[src/rtl/alu_pkg.sv]
// Shared opcode constants, pipeline latency and tag control record for the
// ALU issue stage.
package alu_pkg;

  localparam logic [3:0] OP_ADD  = 4'b0000;
  localparam logic [3:0] OP_SUB  = 4'b0001;
  localparam logic [3:0] OP_LDI  = 4'b0010;
  localparam logic [3:0] OP_NOP  = 4'b0011;
  localparam logic [3:0] OP_LAND = 4'b1000;
  localparam logic [3:0] OP_LOR  = 4'b1001;
  localparam logic [3:0] OP_XOR  = 4'b1010;
  localparam logic [3:0] OP_NOT  = 4'b1011;
  localparam logic [3:0] OP_SHR  = 4'b1100;
  localparam logic [3:0] OP_SHL  = 4'b1101;
  localparam logic [3:0] OP_ROR  = 4'b1110;
  localparam logic [3:0] OP_ROL  = 4'b1111;

  // Accept edge to write-back edge, in clock edges.
  localparam int LAT = 3;

  typedef struct packed {
    logic valid;
    logic wen;
    logic is_ldi;
  } tag_ctl_t;

  function automatic logic is_alu_op(input logic [3:0] op);
    case (op)
      OP_ADD, OP_SUB, OP_LAND, OP_LOR, OP_XOR,
      OP_NOT, OP_SHR, OP_SHL, OP_ROR, OP_ROL: return 1'b1;
      default:                                return 1'b0;
    endcase
  endfunction

  function automatic logic op_writes(input logic [3:0] op);
    return is_alu_op(op) || (op == OP_LDI);
  endfunction

endpackage

[src/rtl/alu_rf.sv]
// Register file: two combinational read ports, one synchronous write port
// and a registered debug read that returns the pre-write value.
module alu_rf #(
  parameter int NREG = 4,
  parameter int W    = 8,
  parameter int IW   = 2
) (
  input  logic          ck,
  input  logic          rst_n,
  input  logic [IW-1:0] sa,
  output logic [W-1:0]  a_data,
  input  logic [IW-1:0] sb,
  output logic [W-1:0]  b_data,
  input  logic          we,
  input  logic [IW-1:0] wa,
  input  logic [W-1:0]  wd,
  input  logic [IW-1:0] rd_sel,
  output logic [W-1:0]  rd_data
);

  logic [W-1:0] mem [NREG];

  assign a_data = mem[sa];
  assign b_data = mem[sb];

  always_ff @(posedge ck or negedge rst_n) begin
    if (!rst_n) begin
      for (int i = 0; i < NREG; i++) mem[i] <= '0;
      rd_data <= '0;
    end else begin
      if (we) mem[wa] <= wd;
      rd_data <= mem[rd_sel];
    end
  end

endmodule

[src/rtl/alu_issue.sv]
// In-order issue stage for a fixed-latency external ALU: operand fetch,
// scoreboard hazard stall, tag pipe and register write-back.
module alu_issue
  import alu_pkg::*;
#(
  parameter int NREG = 4,
  parameter int W    = 8
) (
  input  logic                    ck,
  input  logic                    rst_n,
  input  logic                    in_valid,
  output logic                    in_ready,
  input  logic [3:0]              in_op,
  input  logic [$clog2(NREG)-1:0] in_dst,
  input  logic [$clog2(NREG)-1:0] in_sa,
  input  logic [$clog2(NREG)-1:0] in_sb,
  input  logic [W-1:0]            in_imm,
  output logic [W-1:0]            A,
  output logic [W-1:0]            B,
  output logic [3:0]              CTR,
  input  logic [W-1:0]            alu_o,
  output logic                    wb_valid,
  output logic [$clog2(NREG)-1:0] wb_dst,
  output logic [W-1:0]            wb_data,
  input  logic [$clog2(NREG)-1:0] rd_sel,
  output logic [W-1:0]            rd_data
);

  localparam int IW = $clog2(NREG);

  typedef struct packed {
    tag_ctl_t      ctl;
    logic [IW-1:0] dst;
    logic [W-1:0]  imm;
  } tag_t;

  tag_t         pipe [LAT];
  tag_t         tag_in;
  logic         hazard;
  logic         accept;
  logic [W-1:0] rf_a;
  logic [W-1:0] rf_b;
  logic         wb_we;
  logic [W-1:0] wb_val;

  // Handshake: an instruction transfers on a rising edge where in_valid and
  // in_ready are both high. in_ready only drops while in_valid is high and a
  // source register has an outstanding write in the tag pipe.
  always_comb begin
    hazard = 1'b0;
    for (int i = 0; i < LAT; i++) begin
      if (pipe[i].ctl.valid && pipe[i].ctl.wen &&
          (pipe[i].dst == in_sa || pipe[i].dst == in_sb))
        hazard = 1'b1;
    end
  end

  assign in_ready = !(in_valid && hazard);
  assign accept   = in_valid && in_ready;

  always_comb begin
    tag_in            = '0;
    tag_in.ctl.valid  = accept;
    tag_in.ctl.wen    = accept && op_writes(in_op);
    tag_in.ctl.is_ldi = (in_op == OP_LDI);
    tag_in.dst        = in_dst;
    tag_in.imm        = in_imm;
  end

  assign wb_we  = pipe[LAT-1].ctl.valid && pipe[LAT-1].ctl.wen;
  assign wb_val = pipe[LAT-1].ctl.is_ldi ? pipe[LAT-1].imm : alu_o;

  // Tag pipe never stalls; an empty slot carries valid=0.
  always_ff @(posedge ck or negedge rst_n) begin
    if (!rst_n) begin
      for (int i = 0; i < LAT; i++) pipe[i] <= '0;
    end else begin
      pipe[0] <= tag_in;
      for (int i = 1; i < LAT; i++) pipe[i] <= pipe[i-1];
    end
  end

  always_ff @(posedge ck or negedge rst_n) begin
    if (!rst_n) begin
      A        <= '0;
      B        <= '0;
      CTR      <= OP_NOP;
      wb_valid <= 1'b0;
      wb_dst   <= '0;
      wb_data  <= '0;
    end else begin
      if (accept) begin
        A <= rf_a;
        B <= rf_b;
      end
      CTR      <= (accept && is_alu_op(in_op)) ? in_op : OP_NOP;
      wb_valid <= wb_we;
      if (wb_we) begin
        wb_dst  <= pipe[LAT-1].dst;
        wb_data <= wb_val;
      end
    end
  end

  alu_rf #(.NREG(NREG), .W(W), .IW(IW)) u_rf (
    .ck      (ck),
    .rst_n   (rst_n),
    .sa      (in_sa),
    .a_data  (rf_a),
    .sb      (in_sb),
    .b_data  (rf_b),
    .we      (wb_we),
    .wa      (pipe[LAT-1].dst),
    .wd      (wb_val),
    .rd_sel  (rd_sel),
    .rd_data (rd_data)
  );

endmodule

[config.mk]
export PLATFORM = sky130hd
export DESIGN_NAME = alu_issue
export DESIGN_NICKNAME = d
export VERILOG_FILES = /design/src/rtl/alu_pkg.sv /design/src/rtl/alu_rf.sv /design/src/rtl/alu_issue.sv
export SDC_FILE = /design/constraint.sdc
export NUM_CORES = 1
export LEC_CHECK = 0
export ABC_AREA = 1
export BUFFER_PORTS_ARGS = -buffer_cell sky130_fd_sc_hd__buf_2
export CELL_PAD_IN_SITES_DETAIL_PLACEMENT = 1
export CELL_PAD_IN_SITES_GLOBAL_PLACEMENT = 1
export CORE_MARGIN = 2
export CORE_UTILIZATION = 47
export DETAILED_ROUTE_END_ITERATION = 7
export HOLD_SLACK_MARGIN = 0.1
export PLACE_DENSITY_LB_ADDON = 0.12
export RECOVER_POWER = 25
export SKIP_LAST_GASP = 1
export SLEW_MARGIN = 20
export SYNTH_ARGS = -nofsm -noshare
export SYNTH_HDL_FRONTEND = slang
export SYNTH_SLANG_ARGS = --single-unit
[constraint.sdc]
create_clock -name ck -period 3.3 [get_ports ck]
set_input_delay 0.66 -clock ck [delete_from_list [all_inputs] [get_ports ck]]
set_output_delay 0.66 -clock ck [all_outputs]
set_load 0.01 [all_outputs]
==> After elaboration in Yosys (flattened, before gate mapping) <==
Memories as Yosys holds them, arrays and structs flattened.
Index checks and enable logic that the tools add are counted.
{ "totals": {"mem_bits_rw": 0, "latchBits": 0, "wordCells": 77, "rom_bits": 32, "register_bits": 110, "mem_count": 2, "out_inout_bits": 40} }
{ "op_classes": {"n_shift": 0, "div_mod_pow": 0, "n_eq_ne": 7, "n_lt_le_gt_ge": 5, "n_mul": 0, "reduce_logical": 16, "addsub": 0, "n_mux": 17, "n_bitwise": 4} }
{ "memory_table": {"columns": ["name", "words", "word_bits", "rd", "rd_ports_with_merged_regs", "write_ports", "line_no", "rtl"], "rows": [
  ["(no name shown)", 16, 1, 1, 0, 0, "alu_pkg.sv:28", "case (op)"],
  ["(no name shown)", 16, 1, 1, 0, 0, "alu_pkg.sv:28", null]
]} }
{ "op_table": {"columns": ["op", "count"], "rows": [
  ["8-bit 2-to-1 mux", 8],
  ["8-bit binary-select mux with 2-bit select", 3],
  ["32-bit bitwise mux", 1],
  ["8-bit demux with 2-bit select", 1],
  ["2-bit == test", 6],
  ["3-bit >= comparator (second input constant)", 4],
  ["2-bit NOT with 3-bit output", 4],
  ["1-bit logical AND", 11],
  ["4-bit by 2-bit == test with 1-bit output (second input constant)", 1],
  ["1-bit logical OR", 4],
  ["4-bit 2-to-1 mux", 1],
  ["3-bit by 1-bit less-than comparator with 1-bit output (second input constant)", 1],
  ["1-bit 2-to-1 mux", 3],
  ["1-bit logical NOT", 1]
]} }

==> Logic depth before layout (Yosys ltp) <==
Gate-level depths: netlist of run 1.
{ "logic_depth": {"word_depth": 11, "ltp_mapped": 12} }

==> Modules after synthesis <==
A second synthesis of run 1 with hierarchy kept.
{ "unflattened": {"hier_cells": 593, "hier_area_um2": 5087.4} }
{ "modules_own_cells": {"columns": ["module", "area_per_inst_um2", "cells_per_inst", "instances"], "rows": [
  ["alu_issue", 2576.2, 226, 1],
  ["alu_rf", 2511.2, 367, 1]
]} }

==> Worst setup path after synthesis of run 1 <==
OpenSTA, ideal clock, no wires.
{ "synth_path": {"kind": "input-to-output", "startpoint": "input in_sb[0]", "endpoint": "output in_ready", "t_arrival_ns": 1.476, "required_ns": 2.640, "path_slack_ns": 1.164, "n_path_buf": 1, "cell_stages": 7, "cell_sequence": "buf_4 xnor2_1 nand2_1 nand2_1 nand2_2 inv_2 o21ai_0"} }
{ "synth_via": {"elab_chain_cells": 8, "elab_cells_between_ends": 14} }
{ "synth_rtl": {"columns": ["element", "line_no", "rtl"], "rows": [
  ["start: declaration", "alu_issue.sv:16", "input logic [$clog2(NREG)-1:0] in_sb,"],
  ["2-bit == test", "alu_issue.sv:53", "(pipe[i].dst == in_sa || pipe[i].dst == in_sb))"],
  ["1-bit logical OR", "alu_issue.sv:53", null],
  ["1-bit logical AND", "alu_issue.sv:52", "if (pipe[i].ctl.valid && pipe[i].ctl.wen &&"],
  ["1-bit 2-to-1 mux (2 in series)", "alu_issue.sv:52", null],
  ["1-bit 2-to-1 mux (*)", "alu_issue.sv:52", null],
  ["1-bit logical AND (*)", "alu_issue.sv:58", "assign in_ready = !(in_valid && hazard);"],
  ["1-bit logical NOT (*)", "alu_issue.sv:58", null],
  ["end: declaration", "alu_issue.sv:12", "output logic in_ready,"]
]} }
Mark *: on every way between the ends. The rest lies on a longest branch, timed or not.

==> Worst setup path after layout of run 1 <==
{ "layout_path": {"startpoint": "input in_sb[1]", "endpoint": "output in_ready"} }
Same word-level chain as after synthesis.

==> results.json, run 1 <==
{
  "firstDrtPassIters": 4,
  "worst_hold_slack_ps": 358,
  "power_frac_seq_pct": 54.8,
  "post_drt_wl_per_cell_um": 18.0,
  "grt_max_degree": 60,
  "mostFrequentLayoutCells": "dfrtp_1, nand2_1, buf_2",
  "clk_pin_slew_ps": 90,
  "die_height_um": 103,
  "ys_ff_latch": 110,
  "startpoint_type": "input pin",
  "stdcell_count": 640,
  "postCtsHoldBufs": 0,
  "synth.avg_cell_area_um2": 10.6,
  "fin_crit_sh_pct": 77.1,
  "htreeDepth": 3,
  "fillers": 1118,
  "grt_usage_pct": 23.2,
  "rows": 36,
  "route.detailed.drc": 0,
  "grt_pass1_vias": 3581,
  "die_x_um": 103,
  "io_buffers": 70,
  "clk_path_buf_depth": 2,
  "hpwlAfterDp_mm": 8.27,
  "diodes": 0,
  "core_area_um2": 9680,
  "layout_commonest_cell": "dfrtp_1",
  "violations": "max-capacitance violations",
  "yosysSeqAreaShare_pct": 59.3,
  "drtAntennaViolNets": 0,
  "power.net_switching_mw": 1.09,
  "worst-endpoint-required_ps": 2640,
  "slew_violations": 0,
  "nets": 534,
  "synth_nets": 468,
  "finalWorstSetupSlack_ps": 756,
  "finalHoldViolCount": 0,
  "drv_cap": 1,
  "syn_inst": 437,
  "dp_cells": 625,
  "rsz0062_at_grt": "false",
  "worst_pin_slew_ps": 1500,
  "die_area_um2": 10700,
  "pwr-share-clk_pct": 23.6,
  "synth_edf_count": 0,
  "min_period_ps": 2540,
  "ys_types": 30,
  "vias": 3432,
  "clock_latency_ps": 370,
  "pin_count": 71,
  "cts_resized": 0,
  "setup_viol": 0,
  "drtIter0Drc": 166,
  "p_sw_share_pct": 32.1,
  "p_per_area_nw_per_um2": 646,
  "grt_antenna_before_repair": 0,
  "synthFlopType": "dfrtp_1",
  "drive_gt1_share_pct": 28.8,
  "grt.overflow.total": 0,
  "synth.top_cell.area_share_pct": 58.2,
  "leakagePower_nw": 2.56,
  "place_ws_ps": 781,
  "synth_area_leaders": "dfrtp_1, mux2_2, nand2_1",
  "root_buffer": "clkbuf_8",
  "cts_buffers": 9,
  "viasPerCell": 5.36,
  "fin_setup_tns_ps": 0,
  "run_status": "finished, violations left",
  "cts_tree": "built",
  "finalWirelength_mm": 11.5,
  "skew_ps": 7.91,
  "areaGrowthSynthToFinish_pct": 13.2,
  "fmax_mhz": 393,
  "min_path_type": "flip-flop to flip-flop",
  "critical_path_class": "input pin to output port",
  "pwr-share-comb_pct": 21.6,
  "cts_setup_buffers": 0,
  "cts_sinks": 110,
  "end_kind": "output port",
  "start_util_pct": 48.0,
  "ir_worst_vdd_v": 0.000335,
  "async_flop_share_pct": 100,
  "grt_pass1_wl_mm": 18.5,
  "cp.arrival_ps": 1880,
  "synth_warnings": 0,
  "relSlewSlack_pct": 0.129,
  "synth_area_um2": 4650,
  "yosys.area.top_type": "dfrtp_1",
  "gp_congestion": 0.801,
  "p_int_mw": 2.31,
  "worstPathMaxFanout": 12
}
## registers in the layout (all words and copies together), names as in the netlist
name,flops
pipe,39
u_rf.mem,32
A,8
B,8
u_rf.rd_data,8
wb_data,8
CTR,4
wb_dst,2
wb_valid,1
## routing by layer
| layer | part of all wire (%) | wire (um) | track usage [%] |
|---|---|---|---|
| met2 | 49 | 5670 | 38.1 |
| met1 | 44 | 5100 | 30.5 |
| met3 | 3.9 | 452 | 4.30 |
| met5 | 0 | 0 | 0 |
| met4 | 2.8 | 319 | 9.31 |
## worst paths after layout
path	startpoint	endpoint	slack, ps	cells after the start
worst min register to register	pipe[36]$_DFF_PN0_	pipe[23]$_DFF_PN0_	360	0
min in group asynchronous	rst_n	pipe[4]$_DFF_PN0_	630	1
worst max register to register	pipe[12]$_DFF_PN0_	u_rf.mem[3]$_DFFE_PN0P_	1340	5
max in group asynchronous	rst_n	CTR[0]$_DFF_PN1_	1630	2
worst max-delay path	in_sb[1]	in_ready	760	10
worst min-delay path	pipe[36]$_DFF_PN0_	pipe[23]$_DFF_PN0_	360	0
## synth_stat cells, types with 3 or more instances
| cell type | number |
|---|---|
| dfrtp_1 | 108 |
| nand2_1 | 80 |
| nor2_1 | 52 |
| o21ai_0 | 50 |
| mux2_2 | 39 |
| o22ai_1 | 24 |
| inv_1 | 16 |
| nand3_1 | 16 |
| xnor2_1 | 8 |
| clkbuf_1 | 6 |
| nand2_2 | 5 |
| buf_4 | 4 |
| buf_6 | 4 |
| inv_2 | 3 |
| nand2_4 | 3 |
## area by class of cell
class / instances / area [um2] / share of cell area (%)
Clock inverter: 5 / 58.8 / 1.12
Timing Repair Buffer: 74 / 393 / 7.47
Multi-Input combinational cell: 289 / 1690 / 32.1
Clock buffer: 10 / 128 / 2.43
Tap cell: 133 / 166 / 3.17
Sequential cell: 110 / 2760 / 52.4
Inverter: 19 / 71.3 / 1.36
## power groups by stage
| stage | logic, mW | clock network, mW | registers [mW] |
|---|---|---|---|
| 2_1_floorplan | 0.431 | 0 | 1.85 |
| 3_3_place_gp | 0.709 | 0 | 1.88 |
| 3_5_place_dp | 0.746 | 0 | 1.89 |
| 4_1_cts | 0.749 | 0.823 | 1.86 |
| 5_1_grt | 0.828 | 0.874 | 1.90 |
| 6_report | 0.735 | 0.801 | 1.86 |
## cell families after synthesis
| kind of cell | after synthesis | synth area share, % |
|---|---|---|
| compound gates | 75 | 8.73 |
| flops | 110 | 59.3 |
| buf+inv | 38 | 4.42 |
| xor+xnor | 8 | 1.51 |
| mux | 40 | 9.70 |
| simple gates | 166 | 16.3 |
## critical path, stage by stage
cell,delay (ps)
buf_2,230
inv_1,220
nand2_1,110
nand2_1,50
nand2_1,60
nand2_1,80
nand2_4,90
nand2_4,70
o21ai_0,160
buf_2,160
## stage by stage
step           area (um2)  utilization, %  power, mW
2_1_floorplan        4650               -       2.29
3_3_place_gp         5070            52.4       2.59
3_5_place_dp         5070            52.4       2.63
4_1_cts              5260            54.3       3.43
5_1_grt              5260            54.3       3.60
6_report             5260            54.3       3.40
Note: power is estimated with default switching activity, not from simulation.
==> run 2, diff against run 1 <==
CORE_UTILIZATION = 44   (was 47)
clock period = 2.6 ns   (was 3.3 ns; I/O delays follow)
==> run 2 against run 1 <==
  * The run ends with max-capacitance violations, max-slew violations left
  * Critical path type is now flip-flop to output port
  * Clock power grew 24%
  * Clock skew is essentially flat
  * Sequential share of layout area shrank 0.21 points
  * Via count shrank 0.35%
==> results.json, run 2 (synthesized netlist as in run 1, its figures left out) <==
{
  "run_status": "finished, violations left",
  "violations": "max-capacitance violations, max-slew violations",
  "rows": 37,
  "io_buffers": 70,
  "drv_cap": 1,
  "cts_setup_buffers": 0,
  "cts_tree": "built",
  "r2r_start": "pipe[12]$_DFF_PN0_",
  "fin_area_um2": 5280,
  "placed_cell_area_um2": 5100,
  "mostFrequentLayoutCells": "dfrtp_1, nand2_1, buf_2",
  "drive_gt1_share_pct": 29.4,
  "diodes": 0,
  "worst_pin_slew_ps": 2080,
  "finalWirelength_mm": 11.4,
  "end_kind": "output port",
  "layout_commonest_cell": "dfrtp_1",
  "min_from": "in_imm[2]",
  "cts_buffers": 9,
  "grt.overflow.total": 0,
  "cp.arrival_ps": 1820,
  "rsz0062_at_grt": "false",
  "post_drt_wl_per_cell_um": 17.7,
  "clk_path_buf_depth": 2,
  "critical_path_class": "flip-flop to output port",
  "grt_pass1_vias": 3765,
  "leakagePower_nw": 2.57,
  "min_period_ps": 2340,
  "die_height_um": 107,
  "p_per_area_nw_per_um2": 809,
  "worst_hold_slack_ps": 238,
  "fin_crit_sh_pct": 90.0,
  "viasPerCell": 5.29,
  "root_buffer": "clkbuf_8",
  "skew_ps": 8.05,
  "fmax_mhz": 427,
  "relSlewSlack_pct": -38.9,
  "critPathLaunch": "pipe[12]$_DFF_PN0_",
  "drtIter0Drc": 96,
  "fillers": 1192,
  "core_area_um2": 10300,
  "start_util_pct": 45.2,
  "die_x_um": 107,
  "htreeDepth": 3,
  "finalWorstSetupSlack_ps": 260,
  "grt_usage_pct": 21.7,
  "ir_worst_vdd_v": 0.000286,
  "cts_sinks": 110,
  "regMostFlops": "pipe",
  "grt_antenna_before_repair": 0,
  "startpoint_type": "flip-flop",
  "postCtsHoldBufs": 0,
  "grt_pass1_wl_mm": 19.2,
  "hpwlAfterDp_mm": 8.25,
  "route.detailed.drc": 0,
  "areaGrowthSynthToFinish_pct": 13.6,
  "fin_setup_tns_ps": 0,
  "largest_reg_flops": 39,
  "nets": 537,
  "die_area_um2": 11400,
  "drtAntennaViolNets": 0,
  "clock_latency_ps": 380,
  "gp_congestion": 0.844,
  "grt_max_degree": 47,
  "reg_top3": "pipe (39), u_rf.mem (32)",
  "pin_count": 71,
  "firstDrtPassIters": 4,
  "worst-endpoint-required_ps": 2080,
  "clk_pin_slew_ps": 100,
  "place_ws_ps": 363,
  "finalHoldViolCount": 0,
  "slew_violations": 39,
  "setup_viol": 0,
  "worstPathMaxFanout": 14,
  "min_path_type": "input pin to flip-flop",
  "cts_resized": 0,
  "post-route-util_pct": 51.4,
  "vias": 3420
}
[run 2: metrics by stage]
| stage | cells | power (mW) |
|---|---|---|
| finish | 647 | 4.27 |
| global route | 647 | 4.53 |
| CTS | 647 | 4.32 |
| detailed placement | 631 | 3.33 |
| global placement | 631 | 3.28 |
| floorplan | 437 | 2.90 |
[run 2: per-layer routing]
layer  track usage, %  vias to the layer above  wire length, um
li1                 -                     1595                -
met3             2.43                       13              328
met4             7.14                        0              182
met2             38.1                       55             6050
met1             28.1                     1757             4870
met5                0                        -                0
[run 2: worst paths after layout]
check	to	slack, ps	depth (start not counted)
setup / recovery	in_ready	260	6
hold / removal	pipe[28]$_DFF_PN0_	240	1
setup reg to reg	u_rf.mem[12]$_DFFE_PN0P_	750	5
hold reg to reg	pipe[1]$_DFF_PN0_	360	0
max in group asynchronous	pipe[21]$_DFF_PN0_	560	2
min in group asynchronous	pipe[16]$_DFF_PN0_	720	1
[run 2: layout make-up]
| type | instances | area (um2) | share of cell area [%] |
|---|---|---|---|
| sequential | 110 | 2760 | 52.2 |
| multi-input combinational | 289 | 1690 | 31.9 |
| timing repair buffer | 77 | 414 | 7.85 |
| tap | 136 | 170 | 3.22 |
| clock buffer | 11 | 141 | 2.68 |
| inverter | 19 | 71.3 | 1.35 |
| clock inverter | 5 | 41.3 | 0.782 |
[run 2: where the power goes]
part	internal (mW)	switching [mW]
Combinational	0.427	0.498
Sequential	2.06	0.297
Clock	0.386	0.604
Total	2.87	1.40
[run 2: critical path: stages, from the launching register on]
cell and delay, ps:
dfrtp_1 390, nand2_2 290, inv_2 220, nand2_4 140
nand2_4 70, o21ai_0 160, buf_2 160
